### config.mk
export PLATFORM = sky130hd
export DESIGN_NAME = muldiv_unit
export DESIGN_NICKNAME = d
export VERILOG_FILES = /design/src/rtl/muldiv_unit.sv
export SDC_FILE = /design/constraint.sdc
export NUM_CORES = 1
export LEC_CHECK = 0
export BUFFER_PORTS_ARGS = -buffer_cell sky130_fd_sc_hd__clkbuf_2
export CAP_MARGIN = 10
export CORE_UTILIZATION = 40
export CTS_CLUSTER_SIZE = 10
export DETAILED_ROUTE_END_ITERATION = 6
export GPL_TIMING_DRIVEN = 0
export PLACE_DENSITY = 0.58
export SYNTH_ARGS = -nofsm -noshare
export SYNTH_HDL_FRONTEND = slang
export SYNTH_SLANG_ARGS = --single-unit
export TNS_END_PERCENT = 30
### constraint.sdc
create_clock -name i_clk -period 7.9 [get_ports i_clk]
set_input_delay 2.37 -clock i_clk [delete_from_list [all_inputs] [get_ports i_clk]]
set_output_delay 2.37 -clock i_clk [all_outputs]
set_load 0.01 [all_outputs]
### src/rtl/muldiv_unit.sv
// Iterative radix-2 RV32M multiply/divide unit (MUL/MULH/MULHSU/MULHU/DIV/DIVU/REM/REMU).
// Operands are accepted in IDLE and the result is held in DONE until the consumer takes it.
module muldiv_unit #(
    parameter int unsigned DATA_WIDTH = 32
) (
    input  logic                  i_clk,
    input  logic                  i_rst_n,
    input  logic                  i_in_valid,
    output logic                  o_in_ready,
    input  logic [DATA_WIDTH-1:0] i_opnd1,
    input  logic [DATA_WIDTH-1:0] i_opnd2,
    input  logic [2:0]            i_funct3,
    input  logic                  i_flush,
    output logic                  o_out_valid,
    input  logic                  i_out_ready,
    output logic [DATA_WIDTH-1:0] o_out
);
    localparam int unsigned W  = DATA_WIDTH;
    localparam int unsigned CW = $clog2(W + 1);

    typedef enum logic [1:0] {StIdle, StCalc, StDone} state_e;

    state_e          state_q, state_d;
    logic [CW-1:0]   cnt_q, cnt_d;
    logic [2:0]      op_q, op_d;
    logic            neg_q, neg_d;
    logic [W-1:0]    b_q, b_d;
    logic [W-1:0]    hi_q, hi_d;
    logic [W-1:0]    lo_q, lo_d;
    logic [W-1:0]    out_q, out_d;
    logic            valid_q, valid_d;

    // Operand decode for the accept edge
    logic            sgn1_en, sgn2_en, sgn1, sgn2;
    logic [W-1:0]    mag1, mag2;
    logic            div0, ovf, special;
    logic [W-1:0]    special_res;

    assign sgn1_en = ~(i_funct3[0] & (i_funct3[1] | i_funct3[2]));
    assign sgn2_en = sgn1_en & (i_funct3 != 3'b010);
    assign sgn1    = sgn1_en & i_opnd1[W-1];
    assign sgn2    = sgn2_en & i_opnd2[W-1];
    assign mag1    = sgn1 ? -i_opnd1 : i_opnd1;
    assign mag2    = sgn2 ? -i_opnd2 : i_opnd2;

    assign div0    = (i_opnd2 == '0);
    assign ovf     = ~i_funct3[0] & (i_opnd1 == {1'b1, {(W-1){1'b0}}}) & (i_opnd2 == '1);
    assign special = i_funct3[2] & (div0 | ovf);
    assign special_res = div0 ? (i_funct3[1] ? i_opnd1 : '1)
                              : (i_funct3[1] ? '0 : i_opnd1);

    // One iteration: hi/lo hold the accumulator (multiply) or remainder/quotient (divide)
    logic [W:0]      mul_sum;
    logic            rem_ge;
    logic [W-1:0]    rem_diff;
    logic [W-1:0]    hi_n, lo_n;

    assign mul_sum  = {1'b0, hi_q} + (lo_q[0] ? {1'b0, b_q} : '0);
    assign rem_ge   = ({hi_q, lo_q[W-1]} >= {1'b0, b_q});
    // Difference is below the divisor, so the low W bits are exact
    assign rem_diff = {hi_q[W-2:0], lo_q[W-1]} - b_q;

    always_comb begin
        hi_n = hi_q;
        lo_n = lo_q;
        if (op_q[2]) begin
            hi_n = rem_ge ? rem_diff : {hi_q[W-2:0], lo_q[W-1]};
            lo_n = {lo_q[W-2:0], rem_ge};
        end else begin
            hi_n = mul_sum[W:1];
            lo_n = {mul_sum[0], lo_q[W-1:1]};
        end
    end

    logic [2*W-1:0]  prod_s;
    logic [W-1:0]    quo_s, rem_s, result;

    assign prod_s = neg_q ? -{hi_n, lo_n} : {hi_n, lo_n};
    assign quo_s  = neg_q ? -lo_n : lo_n;
    assign rem_s  = neg_q ? -hi_n : hi_n;

    always_comb begin
        result = prod_s[2*W-1:W];
        if (op_q[2]) begin
            result = op_q[1] ? rem_s : quo_s;
        end else if (op_q[1:0] == 2'b00) begin
            result = prod_s[W-1:0];
        end
    end

    always_comb begin
        state_d = state_q;
        cnt_d   = cnt_q;
        op_d    = op_q;
        neg_d   = neg_q;
        b_d     = b_q;
        hi_d    = hi_q;
        lo_d    = lo_q;
        out_d   = out_q;
        valid_d = valid_q;
        unique case (state_q)
            StIdle: begin
                if (i_in_valid && !i_flush) begin
                    op_d  = i_funct3;
                    neg_d = (i_funct3[2] & i_funct3[1]) ? sgn1 : (sgn1 ^ sgn2);
                    b_d   = mag2;
                    hi_d  = '0;
                    lo_d  = mag1;
                    cnt_d = CW'(W);
                    if (special) begin
                        out_d   = special_res;
                        valid_d = 1'b1;
                        state_d = StDone;
                    end else begin
                        state_d = StCalc;
                    end
                end
            end
            StCalc: begin
                if (i_flush) begin
                    state_d = StIdle;
                end else begin
                    hi_d  = hi_n;
                    lo_d  = lo_n;
                    cnt_d = cnt_q - CW'(1);
                    if (cnt_q == CW'(1)) begin
                        out_d   = result;
                        valid_d = 1'b1;
                        state_d = StDone;
                    end
                end
            end
            StDone: begin
                if (i_flush || i_out_ready) begin
                    valid_d = 1'b0;
                    state_d = StIdle;
                end
            end
            default: begin
                valid_d = 1'b0;
                state_d = StIdle;
            end
        endcase
    end

    always_ff @(posedge i_clk or negedge i_rst_n) begin
        if (!i_rst_n) begin
            state_q <= StIdle;
            cnt_q   <= '0;
            op_q    <= '0;
            neg_q   <= 1'b0;
            b_q     <= '0;
            hi_q    <= '0;
            lo_q    <= '0;
            out_q   <= '0;
            valid_q <= 1'b0;
        end else begin
            state_q <= state_d;
            cnt_q   <= cnt_d;
            op_q    <= op_d;
            neg_q   <= neg_d;
            b_q     <= b_d;
            hi_q    <= hi_d;
            lo_q    <= lo_d;
            out_q   <= out_d;
            valid_q <= valid_d;
        end
    end

    assign o_in_ready  = (state_q == StIdle);
    assign o_out_valid = valid_q;
    assign o_out       = out_q;

endmodule
==> out/results.txt, run 1 <==
Most common cell after layout, fill and taps aside -> nand2_1
Period utilization -> 0.963
DIE HEIGHT -> 200 um
Syn Area/Cell -> 7.31 sq um
Syn nets -> 2300
Fin crit period -> 7.61 ns
RSZ-0062 raised after global routing -> no
Cell taking the most area after synthesis -> dfrtp_1
Max-Slew Margin vs Limit -> 0.176
Final WL -> 71.9 mm
Stages on worst setup path -> 25
Main synth FF type -> dfrtp_1
Setup Crit Path Kind -> reg2reg
Die area -> 0.0402 sq mm
Ports -> 106
Pleak -> 7.27 nW
Initial DRT Pass Iterations -> 6
Most frequent cells in the layout -> nand2_1, o21ai_0, a21oi_1
Final Max Slew Viols -> 0
Hold Crit Start -> o_out[28]
Cts hold-fix bufs -> 0
Hpwl dp -> 58.4 mm
Critical path buffers and inverters -> 4
Placed Area -> 0.0170 sq mm
Worst Tran Pin Value -> 1.23 ns
Power Density -> 544 mW/mm^2
Adder-cell share of the synthesized area -> 0.0589
R2R cell count -> 25
Ys async rst share -> 1.00
Final GP Congestion -> 1.04
Post-synth top area share -> 0.224
DP Cell Count -> 2779
Critical Path Start -> b_q[28]
Cell area after synthesis -> 0.0158 sq mm
Design area -> 0.0176 sq mm
Startpoint Class -> flip-flop
Post-route insts no fill -> 2812
Total grt overflow -> 0
# setup viols final -> 0
Antenna-violating nets left -> 0
MaxCap Viol Count -> 0
Row count -> 72
Num CTS Buffers -> 17
Vias -> 17846
CP peak stage delay -> 0.54 ns
Yosys warnings -> 0
CTS tree -> yes
Maximum vdd drop -> 0.257 mV
TritonCTS Sinks -> 141
R2r setup slk -> 0.29 ns
Total Power -> 0.00959 W
Antenna violations before repair -> 0
Post-DR vias/cell -> 6.35
Post-synthesis mux area share -> 0.0375
Worst r2r src -> b_q[28]
Die Wd -> 200 um
Distinct cells, synth -> 103
Flops & latches, synth -> 141
Post-cts sizing count -> 4
Number of synthesized flops with an enable pin -> 0
Critical Path RT -> 8.25 ns
Arr. time, crit path -> 7.96 ns
Area grow syn2layout -> 11.8%
Final hold vios -> 0
Hold crit path type -> reg2reg
First-pass GRT wire length -> 108 mm
Largest family of logic cells by synthesized area -> compound AO/OA/AOI/OAI gates
Worst-skew pair later-pin latency -> 0.47 ns
H-tree depth reported by CTS -> 4
DR DRC count -> 0
Maximum buffer depth of the clock tree -> 2
# Post-CTS Setup Buffers -> 0
Crit-path slowest cell -> dfrtp_1
CP top delay family -> simple AND/OR/NAND/NOR gates
Min Hold Slack -> 0.467 ns
GRT Overall Usage -> 0.357
Nets -> 2425
DRT iter0 DRCs -> 1939
Register clock-pin slew on the reported worst setup and hold paths -> 0.07 ns
Simple-Gate Fraction of Synth Area -> 0.239
Core area -> 0.0387 sq mm
Post-synthesis compound-gate area fraction -> 0.301
Avg WL per Cell -> 25.6 um
Synth area leaders -> dfrtp_1, o21ai_0, nand2_1
Clock Skew -> 0.0196 ns
Layout cells sized above 1 -> 0.0981
Post-Synth XOR/XNOR Area -> 0.0884
F_max -> 131 MHz
Status -> completed
Initial core utilization -> 0.407
Crit path capture -> o_out[30]
RR Endpoint -> o_out[30]
Fin Setup TNS -> 0 ns
Crit-path max FO -> 10
Vias in the first global route -> 16805
Critical Path Sink Type -> flip-flop
Buffers on Ports -> 104
Clk root buf -> clkbuf_16
Sequential cell area fraction in the yosys report -> 0.224
Cell count after synthesis -> 2155
Largest net degree at the start of global routing -> 77
cell type report:
cell class,instances,area [sq um]
buffer,128,542
multi-input combinational,1813,11400
antenna,1,2.50
fill,4095,21100
inverter,72,270
sequential,141,3530
clock inverter,15,196
timing repair buffer,107,569
tap,518,648
clock buffer,17,425
tightest hold or removal path: stages (launching register included):
cell,delay (ns)
dfrtp_1,0.34
nand2_1,0.05
nand2_1,0.05
metal layers:
layer / share of wire / vias up / GRT usage
li1: - / 8170 / -
met2: 0.42 / 914 / 0.521
met5: 0 / - / 0
met3: 0.11 / 118 / 0.0904
met1: 0.45 / 8644 / 0.512
met4: 0.032 / 0 / 0.114
flip-flops by register name, summed over array words and instances (netlist names):
signal and flops:
b_q 32, hi_q 32, lo_q 32, o_out 32, cnt_q 6, op_q 3, state_q 2, neg_q 1
o_out_valid 1
how the worst min path moves through the flow:
| stage | end | slack, ns | depth (start not counted) |
|---|---|---|---|
| 4_1_cts | o_out[28] | 0.47 | 2 |
| 2_1_floorplan | op_q[0] | 0.46 | 2 |
| 5_1_grt | o_out[27] | 0.51 | 2 |
| 3_3_place_gp | o_out[28] | 0.46 | 2 |
| 3_5_place_dp | o_out[28] | 0.46 | 2 |
| 6_report | o_out[28] | 0.47 | 2 |
power by group:
| part | leakage, nW | switching (W) | total (W) | internal (W) |
|---|---|---|---|---|
| Sequential | 1.78 | 0.000439 | 0.00148 | 0.00104 |
| Combinational | 5.19 | 0.00496 | 0.00725 | 0.00229 |
| Clock | 0.301 | 0.000402 | 0.000861 | 0.000459 |
| Total | 7.27 | 0.00580 | 0.00959 | 0.00378 |
cell usage after synthesis (34+ instances only):
| cell | count |
|---|---|
| xnor2_1 | 86 |
| nor3_1 | 49 |
| ha_1 | 71 |
| xor2_1 | 73 |
| nand2_1 | 268 |
| a21oi_1 | 185 |
| dfrtp_1 | 141 |
| and2_1 | 43 |
| clkbuf_1 | 101 |
| nand4_1 | 35 |
| nand3_1 | 49 |
| o21ai_0 | 251 |
| o211ai_1 | 34 |
| mux2i_1 | 41 |
| nor2_1 | 179 |
| inv_1 | 70 |
metrics by stage:
stage,setup WS [ns],utilization
after global placement,-0.523,0.437
after CTS,0.0320,0.455
after floorplan,2.27,-
final,0.294,0.455
after detailed placement,-0.477,0.438
after global routing,0.0531,0.455
cells by family (layout without fill, tap and decap cells):
group | after synthesis | count (layout)
buffers and inverters | 201 | 339
XOR/XNOR | 159 | 159
AO/OA/AOI/OAI | 745 | 745
adder cells (fa/ha/maj) | 73 | 73
multiplexers | 55 | 55
flip-flops | 141 | 141
AND/OR/NAND/NOR | 781 | 781
other | 0 | 1
No activity file was read; power rests on OpenSTA's default activity.
==> run 2, diff against run 1 <==
MAX_ROUTING_LAYER = met4   (was not set)
==> run 2 against run 1 <==
First-iteration DRC count grew 11%. Sequential power is essentially flat. Sequential cell count is the same. Setup slack gained 0.070 ns. Sequential share of layout area is essentially flat. Design area shrank 0.12%. Clock-buffer cell count is the same. Non-clock buffer count is the same. Maximum frequency grew 0.93%. Clock skew shrank 0.00074 ns. Register-to-register slack gained 0.07 ns. Via count grew 0.38%. Largest cell class unchanged.
==> out/results.txt, run 2 (same netlist as run 1, synthesis figures left out) <==
Logic pwr share -> 0.757
Crit-path max FO -> 10
Maximum vdd drop -> 0.229 mV
Final hold vios -> 0
# setup viols final -> 0
Fin Setup TNS -> 0 ns
CP peak stage delay -> 0.94 ns
Worst Tran Pin Value -> 1.13 ns
Most used cell along the critical path -> o21ai_0
Most frequent cells in the layout -> nand2_1, o21ai_0, a21oi_1
Worst-skew pair later-pin latency -> 0.48 ns
Final GP Congestion -> 1.09
Initial core utilization -> 0.407
DIE HEIGHT -> 200 um
Post-cts sizing count -> 5
Critical Path Sink Type -> flip-flop
Fin crit period -> 7.54 ns
Crit-path slowest cell -> nor4_1
Row count -> 72
Pleak -> 7.26 nW
Antenna violations before repair -> 2
Largest net degree at the start of global routing -> 82
TritonCTS Sinks -> 141
Min Hold Slack -> 0.480 ns
Total grt overflow -> 0
Register clock-pin slew on the reported worst setup and hold paths -> 0.07 ns
Post-DR vias/cell -> 6.37
Clk root buf -> clkbuf_16
First-pass GRT wire length -> 105 mm
Nets -> 2425
Buffers on Ports -> 104
Power Density -> 542 mW/mm^2
Status -> completed
Num CTS Buffers -> 17
Internal Power -> 0.00378 W
Startpoint Class -> flip-flop
Maximum buffer depth of the clock tree -> 2
Final WL -> 70.9 mm
Placed Area -> 0.0170 sq mm
F_max -> 133 MHz
Vias in the first global route -> 16682
Cts hold-fix bufs -> 0
MaxCap Viol Count -> 0
CTS tree -> yes
Switching Share -> 0.604
Final Max Slew Viols -> 0
Most common cell after layout, fill and taps aside -> nand2_1
Critical Path RT -> 8.28 ns
Hpwl dp -> 57.3 mm
DRT iter0 DRCs -> 2159
Initial DRT Pass Iterations -> 7
GRT Overall Usage -> 0.359
Arr. time, crit path -> 7.92 ns
Antenna-violating nets left -> 0
Vias -> 17914
Layout cells sized above 1 -> 0.0981
Setup Crit Path Kind -> reg2reg
Ports -> 106
Design area -> 0.0176 sq mm
Max-Slew Margin vs Limit -> 0.240
P_sw -> 0.00577 W
Hold crit path type -> reg2reg
Final Util -> 0.454
Avg WL per Cell -> 25.2 um
RSZ-0062 raised after global routing -> no
Core area -> 0.0387 sq mm
Area grow syn2layout -> 11.7%
H-tree depth reported by CTS -> 4
Die area -> 0.0402 sq mm
Die Wd -> 200 um
Clock Skew -> 0.0188 ns
Seq pwr share -> 0.155
DR DRC count -> 0
Period utilization -> 0.954
Clock power frac -> 0.088
# Post-CTS Setup Buffers -> 0
-- run 2: cell count changes in the layout (fill, tap and decap cells not counted) --
cell | before | now
clkbuf_2 | 107 | 105
buf_2 | 13 | 15
clkinv_8 | 4 | 1
clkinvlp_4 | 1 | 2
inv_6 | 3 | 5
inv_8 | 6 | 5
clkinv_4 | 0 | 1
diode_2 | 1 | 3
-- run 2: power by group through the flow --
stage / clock [W] / sequential (W) / combinational [W]
after floorplan: 0 / 0.00129 / 0.00468
after global placement: 0 / 0.00146 / 0.00687
after detailed placement: 0 / 0.00147 / 0.00693
after CTS: 0.000852 / 0.00146 / 0.00697
after global routing: 0.000875 / 0.00151 / 0.00768
final: 0.000843 / 0.00147 / 0.00722
-- run 2: per-stage QoR --
step                cells  power (W)  setup WS [ns]
floorplan            2155    0.00597           2.27
global placement     2777    0.00833         -0.475
detailed placement   2779    0.00840         -0.408
CTS                  2811    0.00927          0.206
global route         2812     0.0101         0.0579
finish               2814    0.00954          0.364
-- run 2: worst paths after layout --
path	startpoint	endpoint	slack [ns]	cells past startpoint
hold / removal	o_out[28]	o_out[28]	0.48	2
hold reg to reg	o_out[28]	o_out[28]	0.48	2
max in group asynchronous	i_rst_n	b_q[11]	5.19	2
min in group asynchronous	i_rst_n	o_out[15]	1.88	1
setup reg to reg	b_q[21]	o_out[4]	0.36	25
setup / recovery	b_q[21]	o_out[4]	0.36	25
-- run 2: routing by layer --
metal,track usage,vias up,share of wire
met2,0.512,1051,0.42
met1,0.480,8537,0.43
li1,-,8176,-
met5,-,-,0
met3,0.101,150,0.12
met4,0.132,0,0.036
-- run 2: layout make-up --
cell class / instances / area (sq um)
flip-flops and latches: 141 / 3530
clock buffers: 17 / 425
multi-input cells: 1813 / 11400
clock inverters: 15 / 170
well taps: 518 / 648
diodes: 3 / 7.51
inverters: 72 / 270
fillers: 4072 / 21100
repair buffers: 107 / 569
plain buffers: 128 / 542
-- run 2: critical path: cells and delay by family (launching register included) --
family	cells	cell delay, ns
and+or+nand+nor	10	2.88
adders and majority gates	2	0.55
buffers and inverters	5	1.18
xor gates and xnor gates	1	0.19
AOI/OAI and AO/OA	7	2.12
DFF	1	0.53
==> run 3, diff against run 2 <==
CORE_MARGIN = 5   (was not set)
==> run 3 against run 2 <==
Setup slack worse by 0.27 ns. Routed wire length is 2.7% higher. Sequential cell count stayed put. Critical path type unchanged. Highest routed layer unchanged.
==> out/results.txt, run 3 (same netlist as run 1, synthesis figures left out) <==
Row count -> 72
Num CTS Buffers -> 17
Min Hold Slack -> 0.472 ns
MaxCap Viol Count -> 0
Cts hold-fix bufs -> 0
Die Wd -> 208 um
Pleak -> 7.25 nW
Antenna violations before repair -> 1
Buffers on Ports -> 104
Hpwl dp -> 58.7 mm
Final setup margin -> 0.0903 ns
Avg WL per Cell -> 25.9 um
Worst Tran Pin Value -> 1.03 ns
Initial DRT Pass Iterations -> 6
Maximum buffer depth of the clock tree -> 2
H-tree depth reported by CTS -> 4
Arr. time, crit path -> 8.17 ns
Register clock-pin slew on the reported worst setup and hold paths -> 0.08 ns
Vias in the first global route -> 16811
DP Worst Slack -> -0.890 ns
CTS tree -> yes
Worst-skew pair later-pin latency -> 0.48 ns
GRT Overall Usage -> 0.334
Most common cell after layout, fill and taps aside -> nand2_1
Clk root buf -> clkbuf_16
Clock Skew -> 0.0186 ns
Initial core utilization -> 0.406
Startpoint Class -> flip-flop
Total grt overflow -> 0
Crit-path max FO -> 19
Max-Slew Margin vs Limit -> 0.311
Maximum vdd drop -> 0.239 mV
DR DRC count -> 0
Antenna-violating nets left -> 0
Core area -> 0.0388 sq mm
Worst hold stages -> 2
Hold crit path type -> reg2reg
Largest net degree at the start of global routing -> 77
DRT iter0 DRCs -> 2391
Die area -> 0.0435 sq mm
Final Max Slew Viols -> 0
Final Util -> 0.452
Power Density -> 541 mW/mm^2
Nets -> 2425
Vias -> 18107
First-pass GRT wire length -> 108 mm
Layout cells sized above 1 -> 0.0981
R2R cell count -> 23
Number of fill cells -> 4091
Critical Path RT -> 8.26 ns
Area grow syn2layout -> 11.5%
TritonCTS Sinks -> 141
# Post-CTS Setup Buffers -> 0
F_max -> 128 MHz
Period utilization -> 0.989
Final WL -> 72.9 mm
Most frequent cells in the layout -> nand2_1, o21ai_0, a21oi_1
Fin crit period -> 7.81 ns
Final hold vios -> 0
Setup Crit Path Kind -> reg2reg
Register area -> 0.00353 sq mm
Ports -> 106
Fin Setup TNS -> 0 ns
Final GP Congestion -> 1.04
Post-DR vias/cell -> 6.44
Area occupied by multi-input gates -> 0.0114 sq mm
Post-cts sizing count -> 3
Total Power -> 0.00951 W
Critical Path Sink Type -> flip-flop
DIE HEIGHT -> 208 um
# setup viols final -> 0
Status -> completed
[run 3: final timing paths]
kind	slack (ns)	startpoint	endpoint
worst min-delay path	0.47	o_out[28]	o_out[28]
worst max-delay path	0.09	op_q[2]	o_out[30]
min in group asynchronous	1.88	i_rst_n	o_out[19]
max in group asynchronous	5.20	i_rst_n	b_q[13]
worst max register to register	0.09	op_q[2]	o_out[30]
worst min register to register	0.47	o_out[28]	o_out[28]
[run 3: report_power, final]
| part | internal [W] | total [W] | leakage [nW] | switching [W] |
|---|---|---|---|---|
| sequential | 0.00104 | 0.00148 | 1.78 | 0.000438 |
| clock | 0.000419 | 0.000834 | 0.279 | 0.000415 |
| combinational | 0.00229 | 0.00720 | 5.19 | 0.00491 |
| total | 0.00374 | 0.00951 | 7.25 | 0.00576 |
[run 3: cell type report]
type / count / area share
multi-input cells: 1813 / 0.651
clock buffers: 17 / 0.0242
repair buffers: 107 / 0.0325
diodes: 2 / 0.000285
clock inverters: 15 / 0.00812
flip-flops and latches: 141 / 0.201
well taps: 518 / 0.0369
inverters: 72 / 0.0154
plain buffers: 128 / 0.0305
[run 3: worst max-delay path: stages, from the launching register on]
cell and delay (ns):
dfrtp_1 0.46, buf_4 0.32, buf_4 0.28, buf_2 0.32, buf_1 0.53, buf_2 0.46, buf_2 0.43, buf_2 0.48
a21oi_1 0.25, inv_1 0.11, ha_1 0.30, nor2b_1 0.16, o21ai_1 0.24, nand2b_1 0.30, nand2b_1 0.21, nor4_2 0.45
nand3_1 0.31, nor2_1 0.30, and3b_1 0.41, nor4b_1 0.42, a41oi_1 0.20, xnor2_1 0.27, a21boi_0 0.13, a211oi_1 0.30
[run 3: through the flow]
stage	instance area [sq um]	cells
final	17600	2813
after global routing	17600	2811
after CTS	17500	2810
after detailed placement	17000	2779
after global placement	16900	2777
after floorplan	15800	2155
[run 3: metal layers]
layer,up-vias,wire [um],track usage
li1,8187,-,-
met3,139,7900,0.0715
met1,8750,31900,0.472
met5,-,0,-
met4,0,2180,0.0933
met2,1031,30900,0.483
